`src/rtl/elevator_pkg.sv`:
```
// Shared definitions for the elevator front-end and controller: floor count,
// request FSM encoding and default timing constants.
package elevator_pkg;

  localparam int NFLOOR = 5;

  localparam logic [15:0] DB_CYCLES_DEFAULT   = 16'd50000;
  localparam logic [7:0]  ACK_TIMEOUT_DEFAULT = 8'd255;

  typedef enum logic [1:0] {
    IDLE = 2'd0,
    REQ  = 2'd1,
    HELD = 2'd2
  } req_state_e;

endpackage

```
`src/rtl/btn_debounce.sv`:
```
// One raw pushbutton: 2-FF synchronizer, stability counter, debounced level
// and a one-cycle pulse on each qualified debounced rising edge.
module btn_debounce
  import elevator_pkg::*;
#(
  parameter logic [15:0] DB_CYCLES = DB_CYCLES_DEFAULT
) (
  input  logic clk,
  input  logic resetn,
  input  logic raw_i,
  output logic db_o,
  output logic rise_o
);

  logic        meta_q;
  logic        sync_q;
  logic        db_q;
  logic        rise_q;
  logic        armed_q;
  logic [1:0]  settle_q;
  logic [15:0] cnt_q;

  // A button already held when reset releases must be seen low once before
  // any press counts, so arming waits for the synchronizer to fill and read 0.
  always_ff @(posedge clk or negedge resetn) begin
    if (!resetn) begin
      meta_q   <= 1'b0;
      sync_q   <= 1'b0;
      db_q     <= 1'b0;
      rise_q   <= 1'b0;
      armed_q  <= 1'b0;
      settle_q <= 2'd0;
      cnt_q    <= 16'd0;
    end else begin
      meta_q <= raw_i;
      sync_q <= meta_q;
      rise_q <= 1'b0;
      if (settle_q != 2'd2) begin
        settle_q <= settle_q + 2'd1;
      end
      if (settle_q == 2'd2 && !sync_q) begin
        armed_q <= 1'b1;
      end
      if (sync_q == db_q) begin
        cnt_q <= 16'd0;
      end else if (cnt_q == DB_CYCLES - 16'd1) begin
        cnt_q  <= 16'd0;
        db_q   <= sync_q;
        rise_q <= sync_q & armed_q;
      end else begin
        cnt_q <= cnt_q + 16'd1;
      end
    end
  end

  assign db_o   = db_q;
  assign rise_o = rise_q;

endmodule

```
`src/rtl/call_panel.sv`:
```
// Conditions the raw car/hall/door buttons into held requests (released by
// indicator acknowledge or timeout) and single-cycle door command pulses.
module call_panel
  import elevator_pkg::*;
#(
  parameter logic [15:0] DB_CYCLES   = DB_CYCLES_DEFAULT,
  parameter logic [7:0]  ACK_TIMEOUT = ACK_TIMEOUT_DEFAULT
) (
  input  logic              clk,
  input  logic              resetn,
  input  logic              enable,
  input  logic [NFLOOR-1:0] raw_car,
  input  logic [NFLOOR-1:0] raw_out,
  input  logic              raw_open,
  input  logic              raw_shut,
  input  logic [NFLOOR-1:0] btnidccar,
  input  logic [NFLOOR-1:0] btnidcout,
  output logic [NFLOOR-1:0] btncar,
  output logic [NFLOOR-1:0] btnout,
  output logic              open,
  output logic              shut
);

  localparam int NREQ = 2 * NFLOOR;

  logic [NREQ-1:0] rawReq;
  logic [NREQ-1:0] ackReq;
  logic [NREQ-1:0] dbReq;
  logic [NREQ-1:0] riseReq;
  logic [NREQ-1:0] reqBits;
  logic            openDb;
  logic            openRise;
  logic            shutDb;
  logic            shutRise;
  logic            open_q;
  logic            shut_q;

  assign rawReq = {raw_out, raw_car};
  assign ackReq = {btnidcout, btnidccar};

  for (genvar g = 0; g < NREQ; g++) begin : g_db
    btn_debounce #(.DB_CYCLES(DB_CYCLES)) u_db (
      .clk    (clk),
      .resetn (resetn),
      .raw_i  (rawReq[g]),
      .db_o   (dbReq[g]),
      .rise_o (riseReq[g])
    );
  end

  btn_debounce #(.DB_CYCLES(DB_CYCLES)) u_db_open (
    .clk    (clk),
    .resetn (resetn),
    .raw_i  (raw_open),
    .db_o   (openDb),
    .rise_o (openRise)
  );

  btn_debounce #(.DB_CYCLES(DB_CYCLES)) u_db_shut (
    .clk    (clk),
    .resetn (resetn),
    .raw_i  (raw_shut),
    .db_o   (shutDb),
    .rise_o (shutRise)
  );

  always_ff @(posedge clk or negedge resetn) begin
    if (!resetn) begin
      open_q <= 1'b0;
      shut_q <= 1'b0;
    end else begin
      open_q <= enable & openRise & openDb;
      shut_q <= enable & shutRise & shutDb;
    end
  end

  // Per-bit request FSM; ack only counts once the bit is already in REQ, so a
  // pre-acknowledged floor still yields exactly one request cycle.
  for (genvar g = 0; g < NREQ; g++) begin : g_req
    req_state_e state_q;
    logic [7:0] timer_q;
    logic       req_q;

    always_ff @(posedge clk or negedge resetn) begin
      if (!resetn) begin
        state_q <= IDLE;
        timer_q <= 8'd0;
        req_q   <= 1'b0;
      end else begin
        case (state_q)
          IDLE: begin
            if (riseReq[g] && enable) begin
              state_q <= REQ;
              timer_q <= 8'd0;
              req_q   <= 1'b1;
            end
          end
          REQ: begin
            if (ackReq[g] || timer_q == ACK_TIMEOUT || !enable) begin
              state_q <= HELD;
              req_q   <= 1'b0;
            end else begin
              timer_q <= timer_q + 8'd1;
            end
          end
          HELD: begin
            if (!dbReq[g]) begin
              state_q <= IDLE;
            end
          end
          default: begin
            state_q <= IDLE;
            req_q   <= 1'b0;
          end
        endcase
      end
    end

    assign reqBits[g] = req_q;
  end

  assign btncar = reqBits[NFLOOR-1:0];
  assign btnout = reqBits[NREQ-1:NFLOOR];
  assign open   = open_q;
  assign shut   = shut_q;

endmodule
```
`config.mk`:
```
export PLATFORM = sky130hd
export DESIGN_NAME = call_panel
export DESIGN_NICKNAME = d
export VERILOG_FILES = /design/src/rtl/elevator_pkg.sv /design/src/rtl/btn_debounce.sv /design/src/rtl/call_panel.sv
export SDC_FILE = /design/constraint.sdc
export NUM_CORES = 1
export LEC_CHECK = 0
export CORE_MARGIN = 2
export CORE_UTILIZATION = 56
export CTS_BUF_LIST = sky130_fd_sc_hd__clkbuf_16
export DETAILED_ROUTE_END_ITERATION = 8
export GPL_TIMING_DRIVEN = 0
export PLACE_DENSITY_LB_ADDON = 0.1
export SLEW_MARGIN = 20
export SYNTH_ARGS = -nofsm -noshare
export SYNTH_HDL_FRONTEND = slang
export SYNTH_HIERARCHICAL = 1
export SYNTH_SLANG_ARGS = --single-unit
export TNS_END_PERCENT = 100
```
`constraint.sdc`:
```
create_clock -name clk -period 1.9 [get_ports clk]
set_input_delay 0.38 -clock clk [delete_from_list [all_inputs] [get_ports clk]]
set_output_delay 0.38 -clock clk [all_outputs]
set_load 0.02 [all_outputs]
```
==> results.sh <==
export IMPL_synth_edf_count=0
export IMPL_r2r_start="u_db_open/cnt_q[10]$_DFF_PN0_"
export IMPL_insertedDiodeCount=0
export IMPL_h_tree_depth=2
export IMPL_pwr_share_comb=0.032
export IMPL_end_kind="register"
export IMPL_fin_ws_ns=0.0469
export IMPL_clock_fmax_ghz=0.540
export IMPL_layout_cells_most_common="dfrtp_1"
export IMPL_skew_ns=0.0126
export IMPL_pwr_share_clk=0.467
export IMPL_hold_viol=0
export IMPL_cts_tree="built"
export IMPL_drt_iter0_drc=767
export IMPL_antenna_found_initial=2
export IMPL_status="completed"
export IMPL_worstMarginPinSlew_ns=0.538
export IMPL_startpoint="u_db_open/cnt_q[10]$_DFF_PN0_"
export IMPL_yosysTopAreaCellShare=0.518
export IMPL_ys_flop_type="dfrtp_1"
export IMPL_rows=66
export IMPL_hpwl_um=23100
export IMPL_synth_seq_area_share=0.518
export IMPL_max_cap_violations=0
export IMPL_cts_buffer_depth=3
export IMPL_grt_max_degree=101
export IMPL_min_from="raw_out[1]"
export IMPL_place_ws_ns=-1.03
export IMPL_synthTopCellsByArea="dfrtp_1 52%, xnor2_1 7.3%, nor2_1 5.0%, nand3_1 3.3%, nand4_1 2.9%"
export IMPL_synth_area_mm2=0.0187
export IMPL_die_y_um=187
export IMPL_grt_pass1_vias=13000
export IMPL_ir_drop_v=0.000583
export IMPL_cp_arrival_ns=2.27
export IMPL_setup_viol=0
export IMPL_vias=13300
export IMPL_crit_required_ns=2.32
export IMPL_core_area_mm2=0.0328
export IMPL_swShare=0.215
export IMPL_synth_area_leader_cell="dfrtp_1"
export IMPL_period_needed_ns=1.85
export IMPL_final_antenna_net_count=0
export IMPL_crit_path_max_incr_delay_ns=0.58
export IMPL_routed_via_density=5.58
export IMPL_ios=37
export IMPL_die_w_um=187
export IMPL_clk_pin_slew_ns=0.06
export IMPL_stdcell_count=2386
export IMPL_cp_cell_sequence="or3_4, or4_4, mux2_4"
export IMPL_fin_nets=1972
export IMPL_period_share=0.975
export IMPL_die_area_mm2=0.0349
export IMPL_yosys_cell_types_count=73
export IMPL_grt_pass1_wl_um=60600
export IMPL_synth_cells=1810
export IMPL_drive_above_1_share=0.0993
export IMPL_cts_sinks=388
export IMPL_rrSetupSlack_ns=0.05
export IMPL_slew_violations=0
export IMPL_grtUsageTotal=0.202
export IMPL_async_flop_share=1.00
export IMPL_critPathKind="reg -> reg"
export IMPL_place_congestion=0.825
export IMPL_worst_path_max_fanout=4
export IMPL_slew_headroom=0.639
export IMPL_cell_internal_pwr_mw=13.2
export IMPL_routed_wl_um=34700
export IMPL_start_util=0.572
export IMPL_syn_area_per_cell_um2=10.4
export IMPL_synth_seq_cells=388
export IMPL_clock_root_buffer="clkbuf_16"
export IMPL_leakage_nw=9.58
export IMPL_cts_buffers_inserted=43
export IMPL_hold_path_class="in -> reg"
export IMPL_overflow=0
export IMPL_most_common_layout_cells="387 x dfrtp_1, 249 x nor2_1, 157 x xnor2_1, 124 x nand3_1, 112 x nand2_1"
export IMPL_critPathSlowestCell="or4_4"
export IMPL_power_density_mw_per_mm2=792
export IMPL_syn2layout_area_growth_pct=13.6
export IMPL_p_sw_mw=3.63
export IMPL_seqPwrFrac=0.501
export IMPL_total_power_mw=16.9
export IMPL_syn_num_nets=1869
export IMPL_dp_cells=2292
export IMPL_port_buffers=36
export IMPL_wl_per_cell_um=14.5
export IMPL_drt_first_pass_iters=5
export IMPL_ys_warnings_count=6
export IMPL_clk_latency_ns=0.54
export IMPL_start_kind="register"
export IMPL_drc=0
-- stage by stage --
stage	TNS (ns)	utilization	hold WS, ns	cell area, um^2
finish	0	0.649	0.283	21300
global route	-0.130	0.649	0.270	21300
CTS	0	0.644	0.258	21100
detailed placement	-72.51	0.603	0.336	19800
global placement	-6410.57	0.599	0.333	19700
floorplan	0	-	0.0844	18700
-- layout make-up --
cell class,count,area (um^2)
buffer,31,220
inverter,97,364
sequential,388,9710
fill,2663,11500
clock buffer,45,1130
clock inverter,31,214
multi-input combinational,1294,8490
tap,442,553
timing repair buffer,58,602
-- cell families after synthesis --
| logic type | synth area share |
|---|---|
| simple gates | 0.239 |
| flops | 0.518 |
| xor+xnor | 0.0907 |
| compound gates | 0.0816 |
| buf+inv | 0.0296 |
| fa+ha+maj | 0.0227 |
| mux | 0.0182 |
-- state kept, by name, summed over array words and instances (netlist names), 2 cells and up --
register / cells
g_db.u_db/meta_q: 10
g_req.req_q: 10
u_db_shut/cnt_q: 16
g_req.timer_q: 80
g_db.u_db/rise_o: 10
g_req.state_q: 20
u_db_open/cnt_q: 16
g_db.u_db/sync_q: 10
g_db.u_db/db_o: 10
g_db.u_db/settle_q: 20
g_db.u_db/armed_q: 10
g_db.u_db/cnt_q: 160
u_db_open/settle_q: 2
u_db_shut/settle_q: 2
-- cell usage after synthesis (all sizes together), types with 26 or more instances --
| master | number |
|---|---|
| nor3 | 59 |
| nand4 | 86 |
| ha | 34 |
| nand2 | 112 |
| nor2b | 26 |
| dfrtp | 388 |
| and3 | 45 |
| nand3 | 124 |
| nor2 | 249 |
| o21ai | 53 |
| inv | 97 |
| xor2 | 37 |
| buf | 30 |
| xnor2 | 157 |
| nor4 | 53 |
-- layer usage --
layer	GRT usage	wire [um]
met5	0	25
met4	0.0556	633
met3	0.0360	1190
met2	0.325	16000
met1	0.282	16800
-- repair_timing --
action	CTS	global route
hold endpoints to repair	52	0
hold buffers	1	0
pin swaps	0	10
endpoints found under the setup margin	89	123
cloned	0	0
buffers inserted	0	17
resized for setup	13	20
-- worst max-delay path: cells and delay by family (launching register included) --
kind / cells / cell delay, ns
simple gates: 2 / 1.01
mux: 1 / 0.31
flops: 1 / 0.42
-- power by group through the flow --
stage | sequential [mW] | clock, mW | combinational, mW
finish | 8.44 | 7.87 | 0.546
global route | 8.45 | 8.47 | 0.626
CTS | 8.44 | 8.11 | 0.533
detailed placement | 8.59 | 0 | 0.528
global placement | 8.60 | 0 | 0.491
floorplan | 8.57 | 0 | 0.212
-- worst paths after layout --
path / to / cells past startpoint
max: u_db_open/db_o$_DFFE_PN0P_ / 3
min: g_db[6].u_db/meta_q$_DFF_PN0_ / 1
max reg2reg: u_db_open/db_o$_DFFE_PN0P_ / 3
min reg2reg: u_db_open/sync_q$_DFF_PN0_ / 0
max in group asynchronous: g_db[4].u_db/cnt_q[5]$_DFF_PN0_ / 4
min in group asynchronous: g_req[9].timer_q[4]$_DFFE_PN0P_ / 2
No activity file was read; power rests on OpenSTA's default activity.
